===== config.mk =====
export PLATFORM = sky130hd
export DESIGN_NAME = exec_stage_p_flat
export DESIGN_NICKNAME = d
export VERILOG_FILES = /design/src/rtl/exec_stage_p_if.sv /design/src/rtl/exec_stage_p.sv /design/src/flat_wrapper.sv
export SDC_FILE = /design/constraint.sdc
export NUM_CORES = 1
export LEC_CHECK = 0
export ABC_AREA = 1
export BUFFER_PORTS_ARGS = -buffer_cell sky130_fd_sc_hd__buf_4
export CORE_MARGIN = 5
export CORE_UTILIZATION = 56
export DETAILED_ROUTE_END_ITERATION = 16
export PLACE_DENSITY = 0.79
export SETUP_SLACK_MARGIN = 0.05
export SYNTH_ARGS = -nofsm -noshare
export SYNTH_HDL_FRONTEND = slang
export SYNTH_SLANG_ARGS = --single-unit

===== constraint.sdc =====
create_clock -name clk -period 4.8 [get_ports clk]
set_clock_uncertainty 0.1 [all_clocks]
set_input_delay 0.72 -clock clk [delete_from_list [all_inputs] [get_ports clk]]
set_output_delay 0.72 -clock clk [all_outputs]
set_load 0.02 [all_outputs]

===== src/rtl/exec_stage_p_if.sv =====
// exec_stage_p_if -- bundle between the decode side and the execute stage.
//   master : decode/hazard side. Drives the D-stage controls, operands,
//            stall and flush. Receives the E-stage outputs.
//   slave  : the execute stage. Receives the D inputs and drives the E outputs.
// Widths follow DATA_W (datapath) and RADDR_W (register index).
interface exec_stage_p_if #(
   parameter int DATA_W  = 32,
   parameter int RADDR_W = 4
);
   // hazard control
   logic               stall;
   logic               flush;
   // decode stage
   logic               validD;
   logic               PCSrcD;
   logic               RegWriteD;
   logic               MemtoRegD;
   logic               MemWriteD;
   logic               ALUSrcD;
   logic [1:0]         FlagWriteD;
   logic [3:0]         ALUControlD;
   logic [3:0]         CondD;
   logic [RADDR_W-1:0] RdD;
   logic [DATA_W-1:0]  SrcAD;
   logic [DATA_W-1:0]  ShiftSourceD;
   logic [DATA_W-1:0]  ExtImmD;
   // execute stage
   logic               PCSrcE;
   logic               RegWriteE;
   logic               MemtoRegE;
   logic               MemWriteE;
   logic               validE;
   logic               CondExE;
   logic [RADDR_W-1:0] RdE;
   logic [DATA_W-1:0]  ALUResultE;
   logic [DATA_W-1:0]  WriteDataE;
   logic [3:0]         FlagsE;

   modport master (
      output stall, flush, validD, PCSrcD, RegWriteD, MemtoRegD, MemWriteD,
             ALUSrcD, FlagWriteD, ALUControlD, CondD, RdD, SrcAD,
             ShiftSourceD, ExtImmD,
      input  PCSrcE, RegWriteE, MemtoRegE, MemWriteE, validE, CondExE, RdE,
             ALUResultE, WriteDataE, FlagsE
   );

   modport slave (
      input  stall, flush, validD, PCSrcD, RegWriteD, MemtoRegD, MemWriteD,
             ALUSrcD, FlagWriteD, ALUControlD, CondD, RdD, SrcAD,
             ShiftSourceD, ExtImmD,
      output PCSrcE, RegWriteE, MemtoRegE, MemWriteE, validE, CondExE, RdE,
             ALUResultE, WriteDataE, FlagsE
   );
endinterface


===== src/rtl/exec_stage_p.sv =====
// exec_stage_p -- Decode->Execute pipeline stage of the ARM pipelined core.
// Holds the D-stage controls and operands in E registers. Stall is an enable,
// and flush loads a bubble. The stage also contains the ALU, the NZCV register
// and ARM condition evaluation. PCSrc, RegWrite and MemWrite are gated by the
// condition result and by the valid bit before they go to the Memory stage.
// Ports:
//   clk   : rising-edge clock
//   reset : asynchronous, active-low reset
//   bus   : exec_stage_p_if.slave (D inputs, stall/flush, E outputs)
module exec_stage_p #(
   parameter int         DATA_W     = 32,
   parameter int         RADDR_W    = 4,
   parameter logic [3:0] FLAGS_INIT = 4'b0000
) (
   input  logic          clk,
   input  logic          reset,
   exec_stage_p_if.slave bus
);

   logic               valid_reg, pcsrc_reg, regwrite_reg, memtoreg_reg;
   logic               memwrite_reg, alusrc_reg;
   logic [1:0]         flagwrite_reg;
   logic [3:0]         aluctl_reg, cond_reg;
   logic [RADDR_W-1:0] rd_reg;
   logic [DATA_W-1:0]  srca_reg, shsrc_reg, extimm_reg;
   logic [3:0]         flags_reg;                 // {N,Z,C,V}

   logic [DATA_W-1:0]  alu_b, alu_res;
   logic [DATA_W:0]    sum, diff;
   logic               alu_n, alu_z, alu_c, alu_v;
   logic               condex;

   // E pipeline registers
   always_ff @(posedge clk or negedge reset) begin
      if (!reset) begin
         valid_reg     <= 1'b0;
         pcsrc_reg     <= 1'b0;
         regwrite_reg  <= 1'b0;
         memtoreg_reg  <= 1'b0;
         memwrite_reg  <= 1'b0;
         alusrc_reg    <= 1'b0;
         flagwrite_reg <= 2'b00;
         aluctl_reg    <= 4'h0;
         cond_reg      <= 4'h0;
         rd_reg        <= '0;
         srca_reg      <= '0;
         shsrc_reg     <= '0;
         extimm_reg    <= '0;
      end else if (bus.flush) begin
         // Bubble: only the side-effecting bits are cleared. The data
         // registers keep their old values because they are don't-care.
         valid_reg     <= 1'b0;
         pcsrc_reg     <= 1'b0;
         regwrite_reg  <= 1'b0;
         memwrite_reg  <= 1'b0;
         flagwrite_reg <= 2'b00;
      end else if (!bus.stall) begin
         valid_reg     <= bus.validD;
         pcsrc_reg     <= bus.PCSrcD;
         regwrite_reg  <= bus.RegWriteD;
         memtoreg_reg  <= bus.MemtoRegD;
         memwrite_reg  <= bus.MemWriteD;
         alusrc_reg    <= bus.ALUSrcD;
         flagwrite_reg <= bus.FlagWriteD;
         aluctl_reg    <= bus.ALUControlD;
         cond_reg      <= bus.CondD;
         rd_reg        <= bus.RdD;
         srca_reg      <= bus.SrcAD;
         shsrc_reg     <= bus.ShiftSourceD;
         extimm_reg    <= bus.ExtImmD;
      end
   end

   // Flags are written when the instruction leaves E, and stall=0 marks that
   // edge. A flush on the same edge still lets the leaving instruction commit.
   always_ff @(posedge clk or negedge reset) begin
      if (!reset) begin
         flags_reg <= FLAGS_INIT;
      end else if (!bus.stall && valid_reg && condex) begin
         if (flagwrite_reg[1]) flags_reg[3:2] <= {alu_n, alu_z};
         if (flagwrite_reg[0]) flags_reg[1:0] <= {alu_c, alu_v};
      end
   end

   // ALU
   assign alu_b = alusrc_reg ? extimm_reg : shsrc_reg;
   assign sum   = {1'b0, srca_reg} + {1'b0, alu_b};
   // A + ~B + 1: the carry out is the ARM NOT-borrow
   assign diff  = {1'b0, srca_reg} + {1'b0, ~alu_b} + {{DATA_W{1'b0}}, 1'b1};

   always_comb begin
      alu_res = '0;
      alu_c   = 1'b0;
      alu_v   = 1'b0;
      case (aluctl_reg)
         4'b0000: begin
            alu_res = sum[DATA_W-1:0];
            alu_c   = sum[DATA_W];
            alu_v   = (srca_reg[DATA_W-1] == alu_b[DATA_W-1]) &&
                      (alu_res[DATA_W-1] != srca_reg[DATA_W-1]);
         end
         4'b0001: begin
            alu_res = diff[DATA_W-1:0];
            alu_c   = diff[DATA_W];
            alu_v   = (srca_reg[DATA_W-1] != alu_b[DATA_W-1]) &&
                      (alu_res[DATA_W-1] != srca_reg[DATA_W-1]);
         end
         4'b0010: alu_res = srca_reg & alu_b;
         4'b0011: alu_res = srca_reg | alu_b;
         4'b0100: alu_res = srca_reg ^ alu_b;
         4'b0101: alu_res = alu_b;
         default: alu_res = '0;
      endcase
   end

   assign alu_n = alu_res[DATA_W-1];
   assign alu_z = (alu_res == '0);

   // Condition check against the committed flags (no bypass of fresh ALU flags)
   always_comb begin
      condex = 1'b1;
      case (cond_reg)
         4'b0000: condex = flags_reg[2];
         4'b0001: condex = !flags_reg[2];
         4'b0010: condex = flags_reg[1];
         4'b0011: condex = !flags_reg[1];
         4'b0100: condex = flags_reg[3];
         4'b0101: condex = !flags_reg[3];
         4'b0110: condex = flags_reg[0];
         4'b0111: condex = !flags_reg[0];
         4'b1000: condex = flags_reg[1] && !flags_reg[2];
         4'b1001: condex = !flags_reg[1] || flags_reg[2];
         4'b1010: condex = (flags_reg[3] == flags_reg[0]);
         4'b1011: condex = (flags_reg[3] != flags_reg[0]);
         4'b1100: condex = !flags_reg[2] && (flags_reg[3] == flags_reg[0]);
         4'b1101: condex = flags_reg[2] || (flags_reg[3] != flags_reg[0]);
         default: condex = 1'b1;
      endcase
   end

   // Outputs to the Memory stage
   assign bus.PCSrcE     = pcsrc_reg    & condex & valid_reg;
   assign bus.RegWriteE  = regwrite_reg & condex & valid_reg;
   assign bus.MemWriteE  = memwrite_reg & condex & valid_reg;
   assign bus.MemtoRegE  = memtoreg_reg;
   assign bus.validE     = valid_reg;
   assign bus.CondExE    = condex;
   assign bus.RdE        = rd_reg;
   assign bus.ALUResultE = alu_res;
   assign bus.WriteDataE = shsrc_reg;
   assign bus.FlagsE     = flags_reg;

endmodule

===== src/flat_wrapper.sv =====
// flat-port wrapper written by rule: the top's interface ports become plain ports
module exec_stage_p_flat 
#(
   parameter int         DATA_W     = 32,
   parameter int         RADDR_W    = 4,
   parameter logic [3:0] FLAGS_INIT = 4'b0000
)
  (clk, reset, bus_stall, bus_flush, bus_validD, bus_PCSrcD, bus_RegWriteD, bus_MemtoRegD, bus_MemWriteD, bus_ALUSrcD, bus_FlagWriteD, bus_ALUControlD, bus_CondD, bus_RdD, bus_SrcAD, bus_ShiftSourceD, bus_ExtImmD, bus_PCSrcE, bus_RegWriteE, bus_MemtoRegE, bus_MemWriteE, bus_validE, bus_CondExE, bus_RdE, bus_ALUResultE, bus_WriteDataE, bus_FlagsE);
  exec_stage_p_if #(.DATA_W(DATA_W), .RADDR_W(RADDR_W)) bus_i ();
  input  logic clk;
  input  logic reset;
  input wire logic [$bits(bus_i.stall)-1:0] bus_stall;
  input wire logic [$bits(bus_i.flush)-1:0] bus_flush;
  input wire logic [$bits(bus_i.validD)-1:0] bus_validD;
  input wire logic [$bits(bus_i.PCSrcD)-1:0] bus_PCSrcD;
  input wire logic [$bits(bus_i.RegWriteD)-1:0] bus_RegWriteD;
  input wire logic [$bits(bus_i.MemtoRegD)-1:0] bus_MemtoRegD;
  input wire logic [$bits(bus_i.MemWriteD)-1:0] bus_MemWriteD;
  input wire logic [$bits(bus_i.ALUSrcD)-1:0] bus_ALUSrcD;
  input wire logic [$bits(bus_i.FlagWriteD)-1:0] bus_FlagWriteD;
  input wire logic [$bits(bus_i.ALUControlD)-1:0] bus_ALUControlD;
  input wire logic [$bits(bus_i.CondD)-1:0] bus_CondD;
  input wire logic [$bits(bus_i.RdD)-1:0] bus_RdD;
  input wire logic [$bits(bus_i.SrcAD)-1:0] bus_SrcAD;
  input wire logic [$bits(bus_i.ShiftSourceD)-1:0] bus_ShiftSourceD;
  input wire logic [$bits(bus_i.ExtImmD)-1:0] bus_ExtImmD;
  output wire logic [$bits(bus_i.PCSrcE)-1:0] bus_PCSrcE;
  output wire logic [$bits(bus_i.RegWriteE)-1:0] bus_RegWriteE;
  output wire logic [$bits(bus_i.MemtoRegE)-1:0] bus_MemtoRegE;
  output wire logic [$bits(bus_i.MemWriteE)-1:0] bus_MemWriteE;
  output wire logic [$bits(bus_i.validE)-1:0] bus_validE;
  output wire logic [$bits(bus_i.CondExE)-1:0] bus_CondExE;
  output wire logic [$bits(bus_i.RdE)-1:0] bus_RdE;
  output wire logic [$bits(bus_i.ALUResultE)-1:0] bus_ALUResultE;
  output wire logic [$bits(bus_i.WriteDataE)-1:0] bus_WriteDataE;
  output wire logic [$bits(bus_i.FlagsE)-1:0] bus_FlagsE;
  assign bus_i.stall = bus_stall;
  assign bus_i.flush = bus_flush;
  assign bus_i.validD = bus_validD;
  assign bus_i.PCSrcD = bus_PCSrcD;
  assign bus_i.RegWriteD = bus_RegWriteD;
  assign bus_i.MemtoRegD = bus_MemtoRegD;
  assign bus_i.MemWriteD = bus_MemWriteD;
  assign bus_i.ALUSrcD = bus_ALUSrcD;
  assign bus_i.FlagWriteD = bus_FlagWriteD;
  assign bus_i.ALUControlD = bus_ALUControlD;
  assign bus_i.CondD = bus_CondD;
  assign bus_i.RdD = bus_RdD;
  assign bus_i.SrcAD = bus_SrcAD;
  assign bus_i.ShiftSourceD = bus_ShiftSourceD;
  assign bus_i.ExtImmD = bus_ExtImmD;
  assign bus_PCSrcE = bus_i.PCSrcE;
  assign bus_RegWriteE = bus_i.RegWriteE;
  assign bus_MemtoRegE = bus_i.MemtoRegE;
  assign bus_MemWriteE = bus_i.MemWriteE;
  assign bus_validE = bus_i.validE;
  assign bus_CondExE = bus_i.CondExE;
  assign bus_RdE = bus_i.RdE;
  assign bus_ALUResultE = bus_i.ALUResultE;
  assign bus_WriteDataE = bus_i.WriteDataE;
  assign bus_FlagsE = bus_i.FlagsE;
  exec_stage_p #(.DATA_W(DATA_W), .RADDR_W(RADDR_W), .FLAGS_INIT(FLAGS_INIT)) u_core (.clk(clk), .reset(reset), .bus(bus_i));
endmodule

==> results.sh, run 1 <==
export IMPL_status="finished clean"
export IMPL_start_util_pct=56.62
export IMPL_irDropWorstVdd_v=0.0002854
export IMPL_p_int_mw=3.028
export IMPL_clock_sinks=120
export IMPL_synth_edf_count=0
export IMPL_grt_pass1_vias=12930
export IMPL_post_place_ws_ps=516.5
export IMPL_synthCells=1986
export IMPL_ys_seq_area_share_pct=24.38
export IMPL_synth_area_sq_um=12320
export IMPL_clockBufferDepth=2
export IMPL_worstSetupPathType="reg -> out"
export IMPL_core_area_sq_um=21760
export IMPL_cts_tree="built"
export IMPL_antenna_cells=0
export IMPL_drtAntennaViolNets=0
export IMPL_stdcell_area_sq_um=14540
export IMPL_drive_above_1_share_pct=17.12
export IMPL_synth_top_cell_area_share_pct=24.38
export IMPL_first_pass_iters=6
export IMPL_wl_per_cell_microns=18.62
export IMPL_grt_antenna_before_repair=0
export IMPL_synth_ff_type="dfrtp_1"
export IMPL_p_leak_nw=8.239
export IMPL_synth_distinct_cells=45
export IMPL_finalHoldViolations=0
export IMPL_vias=13640
export IMPL_async_reset_ff_share_pct=100.0
export IMPL_period_share_pct=94.85
export IMPL_fin_util_pct=66.83
export IMPL_p_switching_mw=2.934
export IMPL_grt_max_degree=102
export IMPL_setup_tns_ps=0
export IMPL_powerDensity_nw_per_um2=410.1
export IMPL_syn_to_final_growth_pct=18.03
export IMPL_r2r_cells=20
export IMPL_gp_congestion=1.032
export IMPL_synth_warnings=0
export IMPL_cp_end_kind="primary output"
export IMPL_overflow=0
export IMPL_htreeDepth=4
export IMPL_cap_violations=0
export IMPL_period_minus_slack_ps=4553
export IMPL_ios=198
export IMPL_via_per_inst=5.562
export IMPL_arrival_ps=3730
export IMPL_clock_latency_ps=440
export IMPL_ys_ff_latch=120
export IMPL_path_clk_slew_ps=70
export IMPL_holdWs_ps=160.8
export IMPL_place_area_sq_um=13870
export IMPL_worst_pin_slew_ps=930.6
export IMPL_fmax_mhz=219.6
export IMPL_path_max_fanout=24
export IMPL_die_area_sq_um=25060
export IMPL_synth_area_leaders="dfrtp_1 24%, nand2_1 22%, ha_1 11%, inv_1 9.9%, nand3_1 6.6%"
export IMPL_cts_buffers=17
export IMPL_fin_ws_ps=247.0
export IMPL_p_clk_share_pct=22.9
export IMPL_setup_viol=0
export IMPL_cts_root_buf="clkbuf_16"
export IMPL_dp_final_hpwl_microns=35210
export IMPL_grtUsageTotal_pct=35.91
export IMPL_power_frac_comb_pct=56.1
export IMPL_postSynthAreaPerCell_sq_um=6.202
export IMPL_finalMaxSlewViolations=0
export IMPL_drtIter0Drc=1448
export IMPL_critPathRequiredTime_ps=3980
export IMPL_rsz0062_at_grt="no"
export IMPL_cp_start_kind="register"
export IMPL_portBuffers=197
export IMPL_rows=54
export IMPL_power_share_sequential_pct=21.0
export IMPL_fp_dieW_microns=158.3
export IMPL_swShare_pct=49.22
export IMPL_grt_pass1_wl_microns=69800
export IMPL_hold_class="in -> async"
export IMPL_synth_nets=2220
export IMPL_layout_nets=2394
export IMPL_die_h_microns=158.3
export IMPL_wirelength_microns=45670
export IMPL_maxSlewHeadroom_pct=37.89
export IMPL_yosysTopAreaCell="dfrtp_1"
export IMPL_drc=0
[worst paths after layout]
path / start / to / slack [ps]
hold reg to reg: u_core.bus.MemtoRegE$_DFFE_PN0P_ / u_core.bus.MemtoRegE$_DFFE_PN0P_ / 380
setup reg to reg: u_core.alusrc_reg$_DFFE_PN0P_ / u_core.bus.FlagsE[2]$_DFFE_PN0P_ / 850
setup / recovery: u_core.alusrc_reg$_DFFE_PN0P_ / bus_ALUResultE[30] / 250
min in group clk: bus_SrcAD[22] / u_core.srca_reg[22]$_DFFE_PN0P_ / 380
hold / removal: reset / u_core.bus.WriteDataE[5]$_DFFE_PN0P_ / 160
max in group asynchronous: reset / u_core.srca_reg[27]$_DFFE_PN0P_ / 3410
[through the flow]
stage	instances	power [mW]
after floorplan	1986	3.418
after global placement	2416	4.426
after detailed placement	2416	4.478
after CTS	2448	5.860
after global routing	2453	6.328
final	2453	5.962
[cell type report]
cell class                 instances  area (sq um)
multi-input combinational       1444          7546
clock inverter                    14         175.2
inverter                         354          1334
clock buffer                      18         429.2
timing repair buffer             223          1698
sequential                       120          3007
fill                            1958          7217
tap                              280         350.3
[power groups by stage]
stage	combinational [mW]	sequential, mW	clock, mW
4_1_cts	3.23	1.26	1.37
6_report	3.34	1.25	1.37
5_1_grt	3.64	1.26	1.42
3_5_place_dp	3.21	1.27	0
3_3_place_gp	3.16	1.27	0
2_1_floorplan	2.13	1.29	0
[worst max-delay path, stage by stage (launching register included)]
cell and delay (ps):
dfrtp_4 490, buf_16 190, o21a_1 210, ha_1 260
inv_1 100, fa_1 420, inv_1 190, nand3_1 130
nand2_1 190, nand2_1 90, nand2_1 130, nand2_1 100
nand2_2 100, nand2_1 120, nand2_1 130, nand2_1 70
nand3_1 80, nand3_2 110, buf_4 180
[kinds of logic (layout without fill, tap and decap cells)]
logic type | after synthesis | count (layout) | share of synthesized area (%)
XOR/XNOR | 1 | 1 | 0.07112
flip-flops | 120 | 120 | 24.38
AND/OR/NAND/NOR | 1100 | 1100 | 37.89
buffers and inverters | 422 | 609 | 14.42
AO/OA/AOI/OAI | 228 | 228 | 11.45
multiplexers | 1 | 1 | 0.09141
adder cells (fa/ha/maj) | 114 | 114 | 11.70
[cells in the mapped netlist, types with 2 or more instances]
cell type	number
nand3_1	162
nor2_2	20
o21bai_1	6
nand2_1	706
fa_1	2
buf_2	13
o21a_1	5
a21oi_1	36
o21ai_1	12
nand2_2	20
nor2_1	132
nand3_2	10
ha_1	112
clkbuf_1	26
buf_6	15
nor3_1	5
nor3_2	5
a221oi_2	15
and2_1	6
inv_1	324
nand3b_1	5
or2_2	3
a21o_1	2
inv_2	28
buf_4	13
nand4_1	20
dfrtp_1	120
o22ai_1	31
o21ai_0	109
a21oi_2	5
a221oi_1	2
o21ai_2	3
[metal layers]
metal / vias to the layer above / GRT usage (%) / part of all wire (%)
li1: 6517 / - / -
met1: 6272 / 50.68 / 43
met2: 729 / 54.47 / 43
met3: 126 / 7.556 / 10
met4: 0 / 13.28 / 3.7
met5: - / 0 / 0
[repair_timing]
action                     4_1_cts  5_1_grt
setup endpoints to repair        2        7
resized for setup                1        1
hold buffers                     0        0
buffers inserted                 0        5
[cells in the final DEF, fill, tap and decap left out, types with 4 or more instances in the layout]
cell	n
dfrtp_1	119
inv_1	324
o21bai_1	6
o21ai_0	108
nand3_2	10
nand3b_1	5
nand2_1	706
clkbuf_16	17
nor3_1	5
nor3_2	5
a21oi_2	5
buf_4	221
nand2_2	20
nand4_1	20
nor2_2	20
nand3_1	162
ha_1	112
and2_1	6
o21a_1	5
a221oi_2	15
o21ai_1	13
inv_2	28
o22ai_1	31
a21oi_1	36
clkinv_4	4
nor2_1	131
Note: power is estimated with default switching activity, not from simulation.
==> inputs of run 2 (changes only) <==
CTS_BUF_LIST = sky130_fd_sc_hd__clkbuf_8   (was not set)
CTS_CLUSTER_SIZE = 25   (was not set)
==> run 2 against run 1 <==
Effect of this change: via count down 1.5%; global-route usage down 0.66 points; largest power group unchanged; worst hold slack worse by 39 ps.
==> results.sh, run 2 (synthesis results as in run 1) <==
export IMPL_period_share_pct=93.96
export IMPL_holdWs_ps=121.9
export IMPL_worstSetupPathType="reg -> out"
export IMPL_setup_tns_ps=0
export IMPL_cp_end_kind="primary output"
export IMPL_cap_violations=0
export IMPL_drc=0
export IMPL_setup_viol=0
export IMPL_maxSlewHeadroom_pct=37.45
export IMPL_fp_dieW_microns=158.3
export IMPL_via_per_inst=5.486
export IMPL_cts_root_buf="clkbuf_8"
export IMPL_instances_no_fill=2451
export IMPL_path_max_fanout=24
export IMPL_path_cells="buf_16, o21a_1, ha_1, inv_1, fa_1, inv_1, nand3_1, nand2_1, nand2_1, nand2_1, nand2_1, nand2_2, nand2_1, nand2_1, nand2_1, nand3_1, nand3_2, buf_4"
export IMPL_path_buf_inv=4
export IMPL_fillers=2022
export IMPL_drtAntennaViolNets=0
export IMPL_htreeDepth=4
export IMPL_irDropWorstVdd_v=0.0002570
export IMPL_grt_antenna_before_repair=0
export IMPL_die_h_microns=158.3
export IMPL_finalMaxSlewViolations=0
export IMPL_portBuffers=197
export IMPL_wirelength_microns=44560
export IMPL_grt_pass1_wl_microns=68520
export IMPL_stdcell_area_sq_um=14330
export IMPL_critPathTopFamily="simple AND/OR/NAND/NOR gates"
export IMPL_powerDensity_nw_per_um2=389.4
export IMPL_cp_start_kind="register"
export IMPL_placed_cells=2416
export IMPL_grt_pass1_vias=12720
export IMPL_fin_util_pct=65.88
export IMPL_drive_above_1_share_pct=17.04
export IMPL_cp_slowest_stage_delay_ps=490
export IMPL_core_area_sq_um=21760
export IMPL_critPathRequiredTime_ps=3980
export IMPL_cts_tree="built"
export IMPL_clock_latency_ps=470
export IMPL_status="finished clean"
export IMPL_hold_buffers=0
export IMPL_cp_slowest_cell="dfrtp_4"
export IMPL_clockBufferDepth=2
export IMPL_rsz0062_at_grt="yes"
export IMPL_grtUsageMet2_pct=52.61
export IMPL_crit_top_cell="nand2_1"
export IMPL_layout_nets=2392
export IMPL_wl_per_cell_microns=18.18
export IMPL_use_met3_pct=8.807
export IMPL_drtIter0Drc=1440
export IMPL_syn_to_final_growth_pct=16.35
export IMPL_overflow=0
export IMPL_hold_class="in -> async"
export IMPL_place_area_sq_um=13870
export IMPL_arrival_ps=3690
export IMPL_ios=198
export IMPL_start_util_pct=56.62
export IMPL_clock_sinks=120
export IMPL_cts_buffers=17
export IMPL_rows=54
export IMPL_dp_final_hpwl_microns=35210
export IMPL_vias=13450
export IMPL_path_clk_slew_ps=120
export IMPL_final_common_cell="nand2_1"
export IMPL_grt_use_met1_pct=49.61
export IMPL_grtUsageTotal_pct=35.26
export IMPL_finalHoldViolations=0
export IMPL_p_leak_nw=8.146
export IMPL_grt_max_degree=102
export IMPL_fmax_mhz=221.7
export IMPL_most_common_layout_cells="706 x nand2_1, 325 x inv_1, 219 x buf_4"
export IMPL_period_minus_slack_ps=4510
export IMPL_first_pass_iters=6
export IMPL_antenna_cells=0
export IMPL_gp_congestion=1.032
export IMPL_die_area_sq_um=25060
export IMPL_worst_pin_slew_ps=937.2
export IMPL_grt_most_used_layer="met2"
==> run 2: cell types whose count changed in the layout (fill, tap and decap cells not counted) <==
cell,previous run,this run
clkbuf_16,17,0
clkbuf_1,1,0
inv_1,324,325
o21ai_0,108,106
buf_4,221,219
clkbuf_8,0,17
o21ai_1,13,15
==> run 2: repair_timing <==
item,CTS,global route
resized for setup,1,3
endpoints found under the setup margin,2,10
buffers inserted,0,3
hold endpoints to repair,0,0
==> run 2: cell type report <==
type                    count  area (sq um)  share of cell area [%]
multi-input cells        1444          7546                   52.65
flip-flops and latches    120          3007                   20.98
repair buffers            221          1683                   11.74
inverters                 354          1334                   9.306
well taps                 280         350.3                   2.444
clock buffers              17         234.0                   1.632
clock inverters            15         178.9                   1.248
==> run 2: path summary, 6_finish.rpt <==
path,cells past startpoint,from,endpoint,slack (ps)
max,18,u_core.alusrc_reg$_DFFE_PN0P_,bus_ALUResultE[30],290
min,1,reset,u_core.srca_reg[18]$_DFFE_PN0P_,120
max reg2reg,18,u_core.alusrc_reg$_DFFE_PN0P_,u_core.bus.FlagsE[2]$_DFFE_PN0P_,880
min reg2reg,2,u_core.bus.MemtoRegE$_DFFE_PN0P_,u_core.bus.MemtoRegE$_DFFE_PN0P_,390
max in group asynchronous,2,reset,u_core.bus.WriteDataE[22]$_DFFE_PN0P_,3440
min in group clk,3,bus_ShiftSourceD[21],u_core.bus.WriteDataE[21]$_DFFE_PN0P_,340
==> run 2: where the power goes <==
group | switching (mW) | leakage, nW | internal [mW]
Combinational | 2.26 | 6.46 | 1.06
Clock | 0.497 | 0.204 | 0.516
Sequential | 0.109 | 1.49 | 1.14
==> run 2: per-layer routing <==
layer	routed length (microns)	share of wire [%]	up-vias
li1	-	-	6521
met1	19070	43	6170
met2	19170	43	654
met3	4740	11	101
met4	1579	3.5	0
met5	0	0	-
==> run 2: stage by stage <==
stage / worst slack (ps) / power, mW
finish: 290.2 / 5.580
global route: 25.21 / 5.956
CTS: 137.4 / 5.492
detailed placement: 516.5 / 4.478
global placement: 560.6 / 4.426
floorplan: 1482 / 3.418
==> inputs of run 3 (changes only) <==
==> constraint.sdc (replaced) <==
create_clock -name clk -period 4.8 [get_ports clk]
set_clock_uncertainty 0.1 [all_clocks]
set_input_delay 1.2 -clock clk [delete_from_list [all_inputs] [get_ports clk]]
set_output_delay 1.2 -clock clk [all_outputs]
set_load 0.02 [all_outputs]
==> run 3 against run 2 <==
Effect of this change: clock power shrank 6%; maximum frequency decreased by 3.1%; clock-buffer cell count unchanged; via count rose by 2.7%; worst hold slack improved by 260 ps; wire length up 2.3%; register-to-register slack better by 140 ps; sequential share of layout area fell by 0.49 points; global-route usage is 0.50 points higher; die area unchanged; setup slack worse by 140 ps; largest cell class unchanged.
==> results.sh, run 3 (synthesis results as in run 1) <==
export IMPL_area_sequential_sq_um=3007
export IMPL_grt_max_degree=187
export IMPL_grtUsageTotal_pct=35.76
export IMPL_portBuffers=197
export IMPL_instances_no_fill=2456
export IMPL_rr_startpoint="u_core.alusrc_reg$_DFFE_PN0P_"
export IMPL_cts_buffers=17
export IMPL_fp_dieW_microns=158.3
export IMPL_cts_root_buf="clkbuf_8"
export IMPL_grt_pass1_vias=12890
export IMPL_cp_start_kind="register"
export IMPL_via_per_inst=5.623
export IMPL_crit_top_cell="nand2_1"
export IMPL_core_area_sq_um=21760
export IMPL_overflow=0
export IMPL_maxSlewHeadroom_pct=38.19
export IMPL_ios=198
export IMPL_die_h_microns=158.3
export IMPL_arrival_ps=3350
export IMPL_r2r_cells=19
export IMPL_first_pass_iters=6
export IMPL_final_common_cell="nand2_1"
export IMPL_die_area_sq_um=25060
export IMPL_post_place_ws_ps=226.9
export IMPL_placed_cells=2418
export IMPL_syn_to_final_growth_pct=19.12
export IMPL_rows=54
export IMPL_worst_pin_slew_ps=927.2
export IMPL_path_max_fanout=31
export IMPL_drive_above_1_share_pct=20.08
export IMPL_drtIter0Drc=1418
export IMPL_irDropWorstVdd_v=0.0002235
export IMPL_drc=0
export IMPL_rsz0062_at_grt="yes"
export IMPL_powerDensity_nw_per_um2=388.1
export IMPL_power_mw=5.695
export IMPL_critPathRequiredTime_ps=3500
export IMPL_holdWs_ps=385.0
export IMPL_hold_class="reg -> reg"
export IMPL_clock_sinks=120
export IMPL_setup_viol=0
export IMPL_period_share_pct=96.95
export IMPL_vias=13810
export IMPL_wl_per_cell_microns=18.55
export IMPL_dp_final_hpwl_microns=35830
export IMPL_holdCritStartpoint="u_core.bus.RdE[3]$_DFFE_PN0P_"
export IMPL_cp_end_kind="primary output"
export IMPL_most_common_layout_cells="701 x nand2_1, 324 x inv_1, 222 x buf_4"
export IMPL_finalHoldViolations=0
export IMPL_p_leak_nw=8.177
export IMPL_holdPathStages=2
export IMPL_multi_input_area_sq_um=7858
export IMPL_layout_nets=2398
export IMPL_grt_antenna_before_repair=1
export IMPL_cp_slowest_cell="dfrtp_4"
export IMPL_worstSetupPathType="reg -> out"
export IMPL_clockBufferDepth=2
export IMPL_grt_pass1_wl_microns=69680
export IMPL_fmax_mhz=214.9
export IMPL_fin_ws_ps=146.6
export IMPL_path_clk_slew_ps=90
export IMPL_status="finished clean"
export IMPL_finalMaxSlewViolations=0
export IMPL_cap_violations=0
export IMPL_cts_tree="built"
export IMPL_path_cells="buf_12, nand2_1, o21ai_2, ha_1, inv_1, nand2_1, nand2_1, a21oi_1, nand2_1, a21oi_1, nand2_1, nand2_1, nand3_1, nand3_1, buf_4"
export IMPL_gp_congestion=1.042
export IMPL_startpoint="u_core.alusrc_reg$_DFFE_PN0P_"
export IMPL_period_minus_slack_ps=4653
export IMPL_antenna_cells=0
export IMPL_fillers=1960
export IMPL_start_util_pct=56.62
export IMPL_clock_latency_ps=440
export IMPL_wirelength_microns=45570
export IMPL_cp_slowest_stage_delay_ps=560
export IMPL_drtAntennaViolNets=0
export IMPL_htreeDepth=4
## run 3: cell count changes in the layout (fill, tap and decap cells not counted), moves of 3 or more
cell	previous run	this run
buf_4	219	222
ha_1	112	85
ha_2	0	15
ha_4	0	12
nand2_1	706	701
nand2_2	20	25
nand3_1	162	158
nand3_2	10	14
nor2_1	131	123
nor2_2	20	27
o21a_1	5	2
o21ai_0	106	98
o21ai_2	3	13
## run 3: layer usage
metal	routed length (microns)	GRT usage, %
met1	19210	50.64
met2	19940	54.21
met4	1293	9.708
met3	5118	9.677
met5	8	0
## run 3: worst max-delay path: cells and delay by family (launching register included)
| kind | cells | cell delay, ps |
|---|---|---|
| DFF | 1 | 560 |
| buffers and inverters | 3 | 530 |
| and+or+nand+nor | 8 | 840 |
| AOI/OAI and AO/OA | 3 | 560 |
| adders and majority gates | 1 | 410 |
## run 3: layout make-up
cell class	instances	share of cell area [%]
Clock inverter	14	1.023
Timing Repair Buffer	227	11.86
Multi-Input combinational cell	1444	53.55
Inverter	354	9.090
Tap cell	280	2.388
Sequential cell	120	20.49
Clock buffer	17	1.595
## run 3: report_power, final
part           internal [mW]  switching [mW]  total (mW)
Combinational           1.17            2.32        3.50
Sequential              1.14           0.117        1.25
Clock                  0.462           0.484       0.946
## run 3: path summary, 6_finish.rpt
kind,endpoint,slack [ps]
worst max-delay path,bus_ALUResultE[29],150
worst min-delay path,u_core.bus.RdE[3]$_DFFE_PN0P_,390
worst max register to register,u_core.bus.FlagsE[2]$_DFFE_PN0P_,1020
worst min register to register,u_core.bus.RdE[3]$_DFFE_PN0P_,390
max in group asynchronous,u_core.bus.WriteDataE[25]$_DFFE_PN0P_,2870
min in group asynchronous,u_core.extimm_reg[5]$_DFFE_PN0P_,770
## run 3: metrics by stage
step	utilization [%]	cell area, sq um	TNS, ps
6_report	67.44	14670	0
5_1_grt	67.44	14670	-40.89
4_1_cts	65.91	14340	0
3_5_place_dp	63.94	13910	0
3_3_place_gp	63.94	13910	0
2_1_floorplan	-	12320	0
## run 3: repair_timing
| item | CTS | global route |
|---|---|---|
| pin swaps | 0 | 4 |
| gates resized for setup | 18 | 73 |
| hold buffers | 0 | 0 |
| buffers inserted | 2 | 5 |
| setup endpoints to repair | 17 | 22 |
